===== config.mk =====
export PLATFORM = sky130hd
export DESIGN_NAME = reset_button_conditioner
export DESIGN_NICKNAME = d
export VERILOG_FILES = /design/src/rtl/reset_button_conditioner.sv
export SDC_FILE = /design/constraint.sdc
export NUM_CORES = 1
export LEC_CHECK = 0
export BUFFER_PORTS_ARGS = -buffer_cell sky130_fd_sc_hd__buf_2
export CAP_MARGIN = 40
export CORE_MARGIN = 3
export CORE_UTILIZATION = 50
export DETAILED_ROUTE_END_ITERATION = 8
export PLACE_DENSITY = 0.67
export SLEW_MARGIN = 30
export SYNTH_ARGS = -nofsm -noshare
export SYNTH_HDL_FRONTEND = slang
export SYNTH_SLANG_ARGS = --single-unit

===== constraint.sdc =====
create_clock -name clk -period 5.6 [get_ports clk]
set_input_delay 0.56 -clock clk [delete_from_list [all_inputs] [get_ports clk]]
set_output_delay 0.56 -clock clk [all_outputs]
set_load 0.03 [all_outputs]

===== src/rtl/reset_button_conditioner.sv =====
// Board front end: SoC reset sequencing from board reset + PLL lock,
// and button synchronise/debounce with gated press/release pulses.
module reset_button_conditioner #(
    parameter int unsigned CLK_FREQ        = 20_250_000,
    parameter int unsigned RST_HOLD_CYCLES = 1024,
    parameter int unsigned DEBOUNCE_MS     = 10,
    parameter int unsigned BTN_ACTIVE_LOW  = 1
) (
    input  logic clk,
    input  logic rst_n,
    input  logic lock,
    input  logic btn,
    output logic soc_rst,
    output logic btn_level,
    output logic btn_press,
    output logic btn_release
);

    localparam int unsigned DEBOUNCE_CYCLES = CLK_FREQ / 1000 * DEBOUNCE_MS;
    localparam int unsigned HCW = (RST_HOLD_CYCLES > 1) ? $clog2(RST_HOLD_CYCLES) : 1;
    localparam int unsigned DCW = (DEBOUNCE_CYCLES > 1) ? $clog2(DEBOUNCE_CYCLES) : 1;
    localparam logic [HCW-1:0] HOLD_LAST = HCW'(RST_HOLD_CYCLES - 1);
    localparam logic [DCW-1:0] DEB_LAST  = DCW'(DEBOUNCE_CYCLES - 1);
    localparam logic           BTN_IDLE  = (BTN_ACTIVE_LOW != 0);

    typedef enum logic [1:0] {
        WAIT_LOCK,
        HOLD,
        RUN
    } state_e;

    state_e         state_q, state_d;
    logic [HCW-1:0] cnt_q, cnt_d;
    logic [DCW-1:0] dcnt_q, dcnt_d;
    logic           lock_m_q, lock_s_q;
    logic           btn_m_q, btn_raw_q;
    logic           btn_s;
    logic           soc_rst_q, soc_rst_d;
    logic           level_q, level_d;
    logic           press_q, press_d;
    logic           release_q, release_d;
    logic           accept;

    // Pin-level synchronisers; the button pair resets to the released pin value.
    always_ff @(posedge clk or negedge rst_n) begin
        if (!rst_n) begin
            lock_m_q  <= 1'b0;
            lock_s_q  <= 1'b0;
            btn_m_q   <= BTN_IDLE;
            btn_raw_q <= BTN_IDLE;
        end else begin
            lock_m_q  <= lock;
            lock_s_q  <= lock_m_q;
            btn_m_q   <= btn;
            btn_raw_q <= btn_m_q;
        end
    end

    assign btn_s = btn_raw_q ^ BTN_IDLE;

    always_ff @(posedge clk or negedge rst_n) begin
        if (!rst_n) begin
            state_q   <= WAIT_LOCK;
            cnt_q     <= '0;
            dcnt_q    <= '0;
            soc_rst_q <= 1'b1;
            level_q   <= 1'b0;
            press_q   <= 1'b0;
            release_q <= 1'b0;
        end else begin
            state_q   <= state_d;
            cnt_q     <= cnt_d;
            dcnt_q    <= dcnt_d;
            soc_rst_q <= soc_rst_d;
            level_q   <= level_d;
            press_q   <= press_d;
            release_q <= release_d;
        end
    end

    always_comb begin
        state_d   = state_q;
        cnt_d     = cnt_q;
        dcnt_d    = '0;
        level_d   = level_q;
        accept    = 1'b0;

        case (state_q)
            WAIT_LOCK: begin
                cnt_d = '0;
                if (lock_s_q) state_d = HOLD;
            end
            HOLD: begin
                if (!lock_s_q) begin
                    state_d = WAIT_LOCK;
                    cnt_d   = '0;
                end else if (cnt_q == HOLD_LAST) begin
                    state_d = RUN;
                    cnt_d   = '0;
                end else begin
                    cnt_d = cnt_q + HCW'(1);
                end
            end
            RUN: begin
                cnt_d = '0;
                if (!lock_s_q) state_d = WAIT_LOCK;
            end
            default: begin
                state_d = WAIT_LOCK;
                cnt_d   = '0;
            end
        endcase

        soc_rst_d = (state_d != RUN);

        if (btn_s != level_q) begin
            if (dcnt_q == DEB_LAST) begin
                accept  = 1'b1;
                level_d = btn_s;
            end else begin
                dcnt_d = dcnt_q + DCW'(1);
            end
        end

        // Gate on the reset value that will be visible during the pulse cycle.
        press_d   = accept &  btn_s & ~soc_rst_d;
        release_d = accept & ~btn_s & ~soc_rst_d;
    end

    assign soc_rst     = soc_rst_q;
    assign btn_level   = level_q;
    assign btn_press   = press_q;
    assign btn_release = release_q;

endmodule

==> metrics.txt <==
initial antenna violation count=0; CTS tree=built; Slew HR=approximately three fifths; Synth Warn #=0; via count=approximately 1200; pwr/cell area=roughly 230 nW/um^2; CP required=5.82 ns; crit path DAT=2.21 ns; worst r2r path cells=4; Root Driver=clkbuf_4; Post-Place Cell Area=1820 sq um; ys flop type=dfrtp_1; Max Transition Viols Final=0; FILL cells=291; critical setup path kind=reg2reg; DR iter-0 viols=50; die width=approximately 65 um; Hold Slack=around 0.047 ns; Worst-Margin Slew=0.611 ns; H-tree depth=2; worst-path maximum fanout=17; Setup crit end kind=flop; Async SR Flop Fraction=100%; Post-Syn Area per Cell=10.6 sq um; Max Freq=0.503 GHz; final core occ=around 60%; top cells by area, synth=dfrtp_1 (50%), xnor2_1 (9.5%), nor2_1 (7.1%); placed cell count=214; Worst-Skew Late Latency=0.35 ns; Synth top area share=50.2%; CP startpoint kind=flop; fin crit period=1.99 ns; Area growth, synth to finish=8.61%; Detailed Place HPWL=between 2000 and 2500 um; Unique masters post-synth=33; Syn Nets=170; fin worst setup slack=3.61 ns; antenna diode count=0; Final Skew=0.0117 ns; Post-Syn Area=1740 sq um; Site Rows=20; GR Util All Layers=between 10% and 20%; I/O pin count=8; Clk pin slew, worst setup/hold paths=0.10 ns; synthesized instance count=164; Port Buffers=7; pre-CTS setup slack=3.61 ns; setup TNS=0 ns; critical path, cell by cell=or4_1 > or3_4 > o21ai_4 > nor2_1; fraction of layout cells with a size suffix above 1=14.0%; Post-CTS Setup Bufs=0; non-filler cells in the finished layout=223; Finished Cell Area=between 1500 and 2000 sq um; clk sinks=38; Overall Power=435 uW; flop and latch count out of synthesis=38; Critical Path Max Stage Delay=about 0.53 ns; Critical Path Slowest Stage Cell=or4_1; area leader, netlist=dfrtp_1; DRT Wirelength=3000 um; worst ir drop on vdd=0.167 mV; first-pass GRT wire length=5320 um; initial core utilization=54.9%; Period Utilization, post-route=35.5%; ANT nets after route=0; RSZ-0062 raised after global routing=no; TritonCTS buffer count=5; DR vias/cell=approximately 5.3; max_cap viols=0; Remaining Overflow, GRT=0; final setup fails=0; DR DRC count=0; Core Region=3180 sq um; vias in the first global route=roughly 1200; GPL Wtd Cong=~0.86; Die Ht=65.1 um; largest net degree at the start of global routing=39; sequential area share after synthesis=between 50% and 60%; post-cts hold buffer count=0; P_leak=0.793 nW; drt wl/cell=roughly 13 um; full die area=between 4000 and 5000 sq um; Hold WC Path Type=in2async; Max clock buf depth=2; Post-synth EDFFs=0; Post-CTS Resized=0; outcome=completed; final count of hold timing violations=0; DRT Pass-1 Iters=4; Final nets=184
power breakdown:
| group | switching [mW] | internal [mW] | leakage [nW] |
|---|---|---|---|
| registers | 0.00431 | 0.279 | 0.510 |
| logic | 0.0116 | 0.00599 | 0.251 |
| clock network | 0.0863 | 0.0478 | 0.0320 |
critical path, delay by kind of cell, from the launching register on:
family / cells / cell delay (ns)
and+or+nand+nor: 3 / 1.00
DFF: 1 / 0.45
AOI/OAI and AO/OA: 1 / 0.41
path summary, 6_finish.rpt:
check / startpoint / end / slack [ns]
setup reg to reg: dcnt_q[13] / dcnt_q[12] / 3.61
min in group clk: btn / btn_m_q / 0.31
max in group asynchronous: rst_n / soc_rst / 5.07
hold reg to reg: btn_m_q / btn_raw_q / 0.36
hold / removal: rst_n / dcnt_q[4] / 0.05
setup / recovery: dcnt_q[13] / dcnt_q[12] / 3.61
state kept, by name, summed over array words and instances (netlist names):
| register | count |
|---|---|
| soc_rst | 1 |
| btn_raw_q | 1 |
| btn_level | 1 |
| lock_m_q | 1 |
| dcnt_q | 18 |
| btn_press | 1 |
| btn_m_q | 1 |
| lock_s_q | 1 |
| state_q | 2 |
| btn_release | 1 |
| cnt_q | 10 |
synth_stat cells (all sizes together), types with 3 or more instances:
library cell,instances
nand2,6
xor2,4
nor4,5
dfrtp,35
nor2,33
nand4,6
nand3,12
a21oi,3
dfstp,3
o21ai,4
xnor2,19
nor3,6
inv,6
and3,3
layout make-up:
class | instances | area [sq um] | area share [%]
clock buffers | 6 | 41.3 | 2.18
well taps | 44 | 55.1 | 2.91
clock inverters | 2 | 10.0 | 0.528
multi-input cells | 119 | 756 | 39.9
inverters | 6 | 22.5 | 1.19
repair buffers | 8 | 55.1 | 2.91
flip-flops and latches | 38 | 955 | 50.4
cell families (layout without fill, tap and decap cells):
logic type | after synthesis | in the layout | share of synthesized area, %
xor+xnor | 23 | 23 | 11.5
simple gates | 85 | 85 | 26.5
buf+inv | 7 | 22 | 1.94
fa+ha+maj | 2 | 2 | 1.43
flops | 38 | 38 | 54.7
compound gates | 9 | 9 | 3.80
routing by layer:
layer	vias up	track usage [%]	wire (um)
met5	-	0	0
met4	0	6.99	42
met3	4	5.72	112
met2	17	27.1	1400
met1	574	20.7	1440
li1	586	-	-
placed cells by master, fill, tap and decap left out, types with 2 or more instances in the layout:
cell / n
buf_2: 7
nor2b_1: 2
nand4_1: 5
dfrtp_1: 35
and3_1: 3
inv_1: 6
nor3_1: 6
clkbuf_4: 5
xnor2_1: 19
nand3_1: 12
dfstp_2: 3
nor3b_1: 2
xor2_1: 4
clkinv_2: 2
ha_1: 2
nand2_1: 6
o21ai_0: 3
nor2_1: 33
nor4_1: 5
a21oi_1: 2
Power figures use the tool's default switching activity.
